$ cat config.mk
export PLATFORM = sky130hd
export DESIGN_NAME = audio_out_stage
export DESIGN_NICKNAME = d
export VERILOG_FILES = /design/src/rtl/audio_pkg.sv /design/src/rtl/audio_rate_gen.sv /design/src/rtl/audio_out_stage.sv
export SDC_FILE = /design/constraint.sdc
export NUM_CORES = 1
export LEC_CHECK = 0
export ABC_CLOCK_PERIOD_IN_PS = 3100
export CAP_MARGIN = 15
export CORE_MARGIN = 3
export CORE_UTILIZATION = 40
export CTS_BUF_LIST = sky130_fd_sc_hd__clkbuf_2 sky130_fd_sc_hd__clkbuf_4 sky130_fd_sc_hd__clkbuf_8
export DETAILED_ROUTE_END_ITERATION = 7
export SYNTH_ARGS = -nofsm -noshare
export SYNTH_HDL_FRONTEND = slang
export SYNTH_HIERARCHICAL = 1
export SYNTH_SLANG_ARGS = --single-unit
export TNS_END_PERCENT = 100
$ cat constraint.sdc
create_clock -name clk -period 3.1 [get_ports clk]
set_clock_uncertainty 0.05 [all_clocks]
set_input_delay 0.62 -clock clk [delete_from_list [all_inputs] [get_ports clk]]
set_output_delay 0.62 -clock clk [all_outputs]
set_load 0.01 [all_outputs]
$ cat src/rtl/audio_pkg.sv
// Shared definitions for the audio output stage: shift/saturate helper and
// volume constants.
package audio_pkg;

  typedef struct packed {
    logic               ovf;
    logic signed [31:0] val;
  } sat_t;

  // Arithmetic right shift followed by clamp to a signed out_w-bit range.
  function automatic sat_t sat_shift(input logic signed [31:0] x,
                                     input int                 shift,
                                     input int                 out_w);
    sat_t               r;
    logic signed [31:0] s;
    logic signed [31:0] pmax;
    logic signed [31:0] nmin;
    s    = x >>> shift;
    pmax = (32'sd1 <<< (out_w - 1)) - 32'sd1;
    nmin = -(32'sd1 <<< (out_w - 1));
    if (s > pmax) begin
      r.ovf = 1'b1;
      r.val = pmax;
    end else if (s < nmin) begin
      r.ovf = 1'b1;
      r.val = nmin;
    end else begin
      r.ovf = 1'b0;
      r.val = s;
    end
    return r;
  endfunction

  function automatic int unity_vol(input int vol_w);
    return (1 << vol_w) - 1;
  endfunction

endpackage

$ cat src/rtl/audio_rate_gen.sv
// Fractional sample-rate generator: a phase accumulator toggles clk_audio and
// pulses sample_strobe on every rising edge of clk_audio.
module audio_rate_gen #(
  parameter int CLK_HZ      = 27000000,
  parameter int SAMPLE_RATE = 48000,
  parameter int ACC_W       = 32
) (
  input  logic clk,
  input  logic resetn,
  output logic clk_audio,
  output logic sample_strobe
);
  localparam logic [ACC_W-1:0] STEP  = ACC_W'(2 * SAMPLE_RATE);
  localparam logic [ACC_W-1:0] LIMIT = ACC_W'(CLK_HZ);

  logic [ACC_W-1:0] acc_r;
  logic [ACC_W-1:0] nxt_s;
  logic             wrap_s;
  logic             clk_audio_r;
  logic             strobe_r;

  // Phase advance and wrap detection
  always_comb begin
    nxt_s  = acc_r + STEP;
    wrap_s = (nxt_s >= LIMIT);
  end

  // Accumulator, audio clock and strobe registers
  always_ff @(posedge clk or negedge resetn) begin
    if (!resetn) begin
      acc_r       <= '0;
      clk_audio_r <= 1'b0;
      strobe_r    <= 1'b0;
    end else if (wrap_s) begin
      acc_r       <= nxt_s - LIMIT;
      clk_audio_r <= ~clk_audio_r;
      strobe_r    <= ~clk_audio_r;
    end else begin
      acc_r    <= nxt_s;
      strobe_r <= 1'b0;
    end
  end

  assign clk_audio     = clk_audio_r;
  assign sample_strobe = strobe_r;

endmodule

$ cat src/rtl/audio_out_stage.sv
// Audio back-end: sample-rate generation, per-channel shift/saturate with sticky
// clip flags, ramped shift volume and strobe-aligned output hold.
module audio_out_stage
  import audio_pkg::*;
#(
  parameter int CLK_HZ      = 27000000,
  parameter int SAMPLE_RATE = 48000,
  parameter int NCH         = 2,
  parameter int IN_W        = 18,
  parameter int OUT_W       = 16,
  parameter int SHIFT       = 2,
  parameter int VOL_W       = 2,
  parameter int RAMP        = 1,
  parameter int ACC_W       = 32
) (
  input  logic                 clk,
  input  logic                 resetn,
  input  logic [NCH*IN_W-1:0]  audio_in,
  input  logic [VOL_W-1:0]     volume,
  input  logic                 mute,
  input  logic                 clip_clear,
  output logic [NCH*OUT_W-1:0] audio_out,
  output logic                 sample_strobe,
  output logic                 clk_audio,
  output logic [NCH-1:0]       clip
);
  localparam logic [VOL_W-1:0] UNITY_V  = VOL_W'(unity_vol(VOL_W));
  localparam logic [VOL_W-1:0] VOL_STEP = VOL_W'(1);

  logic [VOL_W-1:0] vol_eff_r;
  logic [VOL_W-1:0] vol_nxt_s;
  logic [VOL_W-1:0] target_s;

  audio_rate_gen #(
    .CLK_HZ      (CLK_HZ),
    .SAMPLE_RATE (SAMPLE_RATE),
    .ACC_W       (ACC_W)
  ) u_rate_gen (
    .clk           (clk),
    .resetn        (resetn),
    .clk_audio     (clk_audio),
    .sample_strobe (sample_strobe)
  );

  // Effective volume: follow target directly, or step one level per strobe
  always_comb begin
    target_s = mute ? '0 : volume;
    if (RAMP == 0) begin
      vol_nxt_s = target_s;
    end else if (!sample_strobe) begin
      vol_nxt_s = vol_eff_r;
    end else if (vol_eff_r < target_s) begin
      vol_nxt_s = vol_eff_r + VOL_STEP;
    end else if (vol_eff_r > target_s) begin
      vol_nxt_s = vol_eff_r - VOL_STEP;
    end else begin
      vol_nxt_s = vol_eff_r;
    end
  end

  // Effective volume register
  always_ff @(posedge clk or negedge resetn) begin
    if (!resetn) begin
      vol_eff_r <= '0;
    end else begin
      vol_eff_r <= vol_nxt_s;
    end
  end

  for (genvar ch = 0; ch < NCH; ch++) begin : g_ch
    logic signed [IN_W-1:0]  in_s;
    sat_t                    sat_s;
    logic signed [OUT_W-1:0] s1_r;
    logic signed [OUT_W-1:0] s2_r;
    logic signed [OUT_W-1:0] s2_nxt_s;
    logic signed [OUT_W-1:0] out_r;
    logic                    clip_r;
    logic                    unused_sat_s;

    assign in_s         = audio_in[ch*IN_W +: IN_W];
    assign sat_s        = sat_shift(32'(in_s), SHIFT, OUT_W);
    assign unused_sat_s = ^sat_s.val[31:OUT_W];

    // Volume attenuation; negative samples floor toward -1 at deep attenuation
    always_comb begin
      if (vol_eff_r == '0) begin
        s2_nxt_s = '0;
      end else begin
        s2_nxt_s = s1_r >>> (UNITY_V - vol_eff_r);
      end
    end

    // Condition/volume pipeline, strobe hold and sticky clip (set beats clear)
    always_ff @(posedge clk or negedge resetn) begin
      if (!resetn) begin
        s1_r   <= '0;
        s2_r   <= '0;
        out_r  <= '0;
        clip_r <= 1'b0;
      end else begin
        s1_r <= sat_s.val[OUT_W-1:0];
        s2_r <= s2_nxt_s;
        if (sample_strobe) begin
          out_r <= s2_r;
        end else begin
          out_r <= out_r;
        end
        if (sat_s.ovf) begin
          clip_r <= 1'b1;
        end else if (clip_clear) begin
          clip_r <= 1'b0;
        end else begin
          clip_r <= clip_r;
        end
      end
    end

    assign audio_out[ch*OUT_W +: OUT_W] = out_r;
    assign clip[ch]                     = clip_r;
  end

endmodule

==> metrics.txt, run 1 <==
max_slew headroom=49.0%; Root Driver=clkbuf_8; Final TNS setup=-0.00101 ns; Die W=129 um; CP arrival=3.38 ns; Post-Synthesis Cells=541; final hold vios=0; crit-path max FO=7; Post-Place Cells=815; Remaining Overflow, GRT=0; worst r2r path cells=12; Worst Hold Class=in2async; H-Tree Depth=4; Net Count, Synth=589; fill count=1235; CP required=3.38 ns; DRT antenna net count=0; largest cells by area after synthesis=dfrtp_1 53%, mux2_2 7.1%, a21oi_1 5.4%, mux2i_1 4.8%, xnor2_1 4.2%; Least-Margin Pin Slew=0.766 ns; die area=0.0166 mm2; Clk pin slew, worst setup/hold paths=0.08 ns; DP HPWL=8960 um; CTS buffer count=17; Yosys top cell by area=dfrtp_1; status=finished, violations left; Pre-antenna DRT Iters=4; vias in the first global route=4421; Yosys top cell area share=53.2%; total leakage power=0.00351 uW; WS Path Type=reg2reg; final WL=13200 um; CTS tree=yes; post-synthesis adder-cell area fraction=1.25%; vias post-DR=4363; clk buf depth=2; FF/Latch Area=0.00321 mm2; WL met1=6050 um; area growth from synthesis to final layout=32.9%; global-route wire length before repair=21400 um; commonest cells in the synthesized netlist=128 x dfrtp_1, 65 x a21oi_1, 38 x mux2_2, 38 x nand2_1, 36 x clkbuf_1; Critical R2R Launch=u_rate_gen/acc_r[9]$_DFF_PN0_; register area share after synthesis=53.2%; max-slew violations=0; top-count cell post-synth=dfrtp_1; RR Endpoint=u_rate_gen/acc_r[7]$_DFFE_PN0P_; die height=129 um; Netlist Area Pre-Place=0.00602 mm2; failing checks=negative setup slack; setup violators final=1; core area=0.0146 mm2; final worst slack=-0.00101 ns; Final GP Congestion=0.877; Antenna diodes=0; CP startpoint kind=flip-flop; xor/xnor cell area share of the yosys netlist=5.96%; max cap viols=0; crit end category=flip-flop; Avg Cell Area, Syn=11.1 um2; PortBufs=73; Worst setup endpoint=u_rate_gen/acc_r[7]$_DFFE_PN0P_; initial core utilization=41.1%; Synth Area in Simple Gates=9.64%; drt first-iter violations=231; top sig layer=met4; WL per Instance=15.4 um; top_reg_cell synth=dfrtp_1; layout cell share with drive strength beyond 1=30.7%; row count=44; multiplexer share of the synthesized area=12.2%; antenna violations before repair=0; DRC=0; Pwr per Cell Area=387 mW/mm2; Final min period=3.10 ns; Clk Latency, worst-skew pair=0.44 ns; final period utilization=100%; Synth Register Bits=128; TritonCTS Sinks=128; DR WL met2=6460 um; Synth Warn #=6; compound-gate portion of the synthesized area=12.2%; Max Freq=0.322 GHz; Synth async-reset ratio=100%; Via density=5.08; RSZ-0062 raised after global routing=yes; largest family of logic cells by synthesized area=compound AO/OA/AOI/OAI gates; setup slack, reg-to-reg=-0.001 ns; area of the multi-input gates=0.00274 mm2; number of synthesized flops with an enable pin=0; CP Launch Point=u_rate_gen/acc_r[9]$_DFF_PN0_; io pins=78; WHS=0.0371 ns; worst slack at placement=-0.351 ns; met3 WL=550 um; Non-Filler Instances=859; worst vdd ir=0.219 mV; Cell variety after synth=62; Final nets=710; GRT Total Usage=16.4%; largest net degree at the start of global routing=64
## metal layers
metal,track usage [%],vias to the layer above
li1,-,2123
met1,21.0,2139
met2,25.9,84
met3,5.52,17
met4,5.93,0
met5,0,-
## metrics by stage
| step | util (%) | power (uW) | cell area, um2 |
|---|---|---|---|
| after detailed placement | 50.1 | 1850 | 7340 |
| final | 54.7 | 3100 | 8010 |
| after global placement | 50.1 | 1840 | 7340 |
| after CTS | 53.0 | 3160 | 7760 |
| after floorplan | - | 1760 | 6100 |
| after global routing | 54.7 | 3250 | 8010 |
## registers in the layout, indices dropped and copies added, names as in the netlist
register and cells:
g_ch.out_r 32, g_ch.s1_r 32, g_ch.s2_r 32, u_rate_gen/acc_r 26
g_ch.clip_r 2, vol_eff_r 2, u_rate_gen/clk_audio 1, u_rate_gen/sample_strobe 1
## cells by family after synthesis
logic type | after synthesis
AOI/OAI and AO/OA | 117
and+or+nand+nor | 113
adders and majority gates | 6
muxes | 68
buffers and inverters | 68
xor gates and xnor gates | 41
DFF | 128
## what timing repair did
item | CTS | global route
hold buffers | 0 | 0
setup endpoints to repair | 28 | 27
buffers inserted | 3 | 9
pin swaps | 3 | 20
resized for setup | 10 | 38
cloned | 0 | 0
## worst max-delay path: stages (launching register included)
cell and delay, ns:
dfrtp_1 0.36, inv_2 0.06, ha_4 0.15, nor2b_4 0.15
o21ai_4 0.23, buf_6 0.16, nand2_4 0.05, or3_4 0.39
a2111oi_4 0.43, o31ai_4 0.16, a31oi_4 0.31, buf_6 0.19
mux2_4 0.30
## placed cells by master (no fill, tap or decap), types with 3 or more instances in the layout
cell and count:
dfrtp_1 123, buf_4 80, clkdlybuf4s50_1 72, a21oi_1 62
mux2_2 37, nand2_1 36, mux2i_1 28, xnor2_1 28
clkbuf_8 18, nor2_1 14, nand3_1 13, xor2_1 12
nor2b_1 8, inv_1 7, buf_6 7, o21ai_0 6
o211ai_1 5, nand4_1 5, ha_1 5, and3_1 5
dfrtp_2 5, inv_6 4, clkinv_2 4, nor3_1 4
o21a_1 3, clkinv_4 3, nor2_2 3, a211oi_2 3
a21oi_2 3, nand3_2 3
## where the power goes
group / total [uW] / internal (uW) / switching [uW]
registers: 1710 / 1690 / 16.7
logic: 103 / 56.1 / 47.3
clock network: 1290 / 585 / 704
## final cells by class
cell class	count	share of cell area [%]
Sequential cell	128	40.1
Multi-Input combinational cell	345	34.2
Timing Repair Buffer	161	18.0
Clock buffer	18	3.09
Tap cell	184	2.88
Clock inverter	14	1.34
Inverter	9	0.422
## worst min path at each step
| stage | startpoint | end | slack (ns) | cells after the start |
|---|---|---|---|---|
| after detailed placement | g_ch[0].s2_r[3]$_DFF_PN0_ | g_ch[0].out_r[3]$_DFFE_PN0P_ | 0.41 | 1 |
| after global placement | g_ch[0].s2_r[11]$_DFF_PN0_ | g_ch[0].out_r[11]$_DFFE_PN0P_ | 0.41 | 1 |
| final | resetn | g_ch[0].out_r[4]$_DFFE_PN0P_ | 0.04 | 1 |
| after CTS | resetn | g_ch[0].out_r[3]$_DFFE_PN0P_ | 0.03 | 1 |
| after global routing | resetn | g_ch[0].out_r[4]$_DFFE_PN0P_ | 0.03 | 1 |
| after floorplan | resetn | g_ch[0].clip_r$_DFFE_PN0P_ | 0.27 | 0 |
(Power assumes the default switching activity.)
==> run 2, diff against run 1 <==
SYNTH_HIERARCHICAL = default   (was 1)
==> run 2 against run 1 <==
Net effect:
- the flow now finishes without violations
- die area rose by 3.6%
- power rose by 5.9%
- worst setup slack better by 0.11 ns
- global-route usage grew 0.27 points
- cell area up 0.48%
- utilization fell by 1.9 points
- first-iteration DRC count is 36% higher
- non-clock buffer count shrank 28
- critical endpoint is now u_rate_gen.acc_r[14]$_DFF_PN0_
- largest power group unchanged
- highest routed layer unchanged
==> metrics.txt, run 2 <==
most frequent cells in the layout=124 x dfrtp_1, 72 x clkdlybuf4s50_1, 63 x a21oi_1; crit end category=flip-flop; CP startpoint kind=flip-flop; Pwr per Cell Area=408 mW/mm2; WL per Instance=15.4 um; vias post-DR=4584; Synth Warn #=0; Yosys top cell by area=dfrtp_1; row count=45; Pre-antenna DRT Iters=4; CTS tree=yes; DRC=0; Max Freq=0.334 GHz; Die W=131 um; Post-Synthesis Cells=587; crit-path cells=buf_4 > nor4_4 > buf_6 > a2111oi_1 > a41o_1 > or2_1 > and3_4 > a221o_1 > a2111oi_4 > xor2_1; Root Driver=clkbuf_8; status=finished clean; final hold vios=0; Synth Register Bits=128; Netlist Area Pre-Place=0.00625 mm2; Final nets=717; final WL=13800 um; DP HPWL=9630 um; Cell variety after synth=69; DRT antenna net count=0; PortBufs=73; Yosys top cell area share=51.2%; max cap viols=0; crit-path max FO=8; H-Tree Depth=4; worst vdd ir=0.215 mV; drt first-iter violations=314; Final Core Density=52.7%; Worst Hold Class=in2async; die area=0.0172 mm2; Final GP Congestion=0.799; Remaining Overflow, GRT=0; number of synthesized flops with an enable pin=0; WS Path Type=reg2reg; largest net degree at the start of global routing=61; commonest non-fill, non-tap cell in the layout=dfrtp_1; register area share after synthesis=51.2%; top-count cell post-synth=dfrtp_1; final period utilization=96.6%; hold buffer count at cts=0; die height=131 um; initial core utilization=41.0%; CP required=3.39 ns; Max stage delay cell, worst path=a221o_1; antenna violations before repair=0; Net Count, Synth=635; top_reg_cell synth=dfrtp_1; slowest stage delay, CP=0.40 ns; Avg Cell Area, Syn=10.7 um2; Via density=5.13; total leakage power=0.00343 uW; max-slew violations=0; TritonCTS Sinks=128; CP arrival=3.28 ns; global-route wire length before repair=22500 um; Antenna diodes=0; max_slew headroom=57.4%; commonest cells in the synthesized netlist=128 x dfrtp_1, 66 x a21oi_1, 57 x clkbuf_1; setup violators final=0; Least-Margin Pin Slew=0.639 ns; io pins=78; CTS buffer count=17; vias in the first global route=4485; Synth async-reset ratio=100%; RSZ-0062 raised after global routing=yes; Clk pin slew, worst setup/hold paths=0.07 ns; Clk Latency, worst-skew pair=0.43 ns; Final TNS setup=0 ns; layout cell share with drive strength beyond 1=25.2%; top flop regs=g_ch.out_r (32), g_ch.s1_r (32), g_ch.s2_r (32); clk buf depth=2; GRT Total Usage=16.7%; area growth from synthesis to final layout=28.7%; Final min period=3.00 ns; largest cells by area after synthesis=dfrtp_1 51%, mux2_2 6.5%, a21oi_1 5.3%, xnor2_1 4.5%, mux2i_1 4.2%; core area=0.0153 mm2
## run 2: cell types whose count changed after synthesis, sizes merged, moves of 4 or more
cell    before  now
nor2        17   23
nand3       16   12
nand4        5   10
nor2b        9    5
nor3         6   10
o22ai        0    4
clkbuf      36   57
buf         23   13
nand2b       2    8
## run 2: where the power goes
group          total, uW  switching, uW  internal, uW
combinational        102           47.8          54.4
sequential          1710           16.4          1690
clock               1470            633           840
## run 2: final cells by class
type                       count  area [um2]
fill                        1350        7210
sequential                   128        3210
multi-input combinational    378        2900
timing repair buffer         133        1210
clock buffer                  24         318
tap                          211         264
clock inverter                 8         103
inverter                      11        41.3
## run 2: critical path: cells and delay by family, from the launching register on
family / cells / cell delay [ns]
compound gates: 4 / 1.09
flops: 1 / 0.38
buf+inv: 2 / 0.36
xor+xnor: 1 / 0.21
simple gates: 3 / 0.81
## run 2: kinds of logic after synthesis
family	share of synthesized area [%]
AOI/OAI and AO/OA	14.6
and+or+nand+nor	11.0
DFF	51.2
buffers and inverters	5.28
muxes	10.6
xor gates and xnor gates	6.02
adders and majority gates	1.20
## run 2: layer usage
layer / global-route usage (%) / part of all wire (%)
met1: 22.5 / 46
met3: 4.31 / 4.4
met4: 5.02 / 0.83
met2: 26.4 / 49
met5: 0 / 0
## run 2: final timing paths
check,start,endpoint,slack [ns],cells past startpoint
worst max-delay path,u_rate_gen.acc_r[14]$_DFF_PN0_,u_rate_gen.acc_r[14]$_DFF_PN0_,0.10,10
min in group clk,u_rate_gen.clk_audio$_DFFE_PN0P_,u_rate_gen.sample_strobe$_DFF_PN0_,0.42,1
worst min register to register,u_rate_gen.clk_audio$_DFFE_PN0P_,u_rate_gen.sample_strobe$_DFF_PN0_,0.42,1
worst max register to register,u_rate_gen.acc_r[14]$_DFF_PN0_,u_rate_gen.acc_r[14]$_DFF_PN0_,0.10,10
worst min-delay path,resetn,g_ch[0].s1_r[5]$_DFF_PN0_,0.15,1
max in group asynchronous,resetn,g_ch[1].out_r[12]$_DFFE_PN0P_,1.97,2
## run 2: what timing repair did
action | CTS | global route
gates resized for setup | 5 | 36
buffers inserted | 0 | 4
pin swaps | 0 | 11
gates cloned | 0 | 1
endpoints found under the setup margin | 24 | 25
## run 2: stage by stage
stage                     instance area [um2]  hold slack, ns  instances  power [uW]  setup WS (ns)
after floorplan                          6250           0.274        587        1760         0.0128
after global placement                   7400           0.405        856        1840         -0.189
after detailed placement                 7400           0.413        856        1840         -0.170
after CTS                                7850           0.147        888        3340        0.00744
after global routing                     8040           0.180        893        3420        -0.0901
final                                    8040           0.145        893        3280          0.104
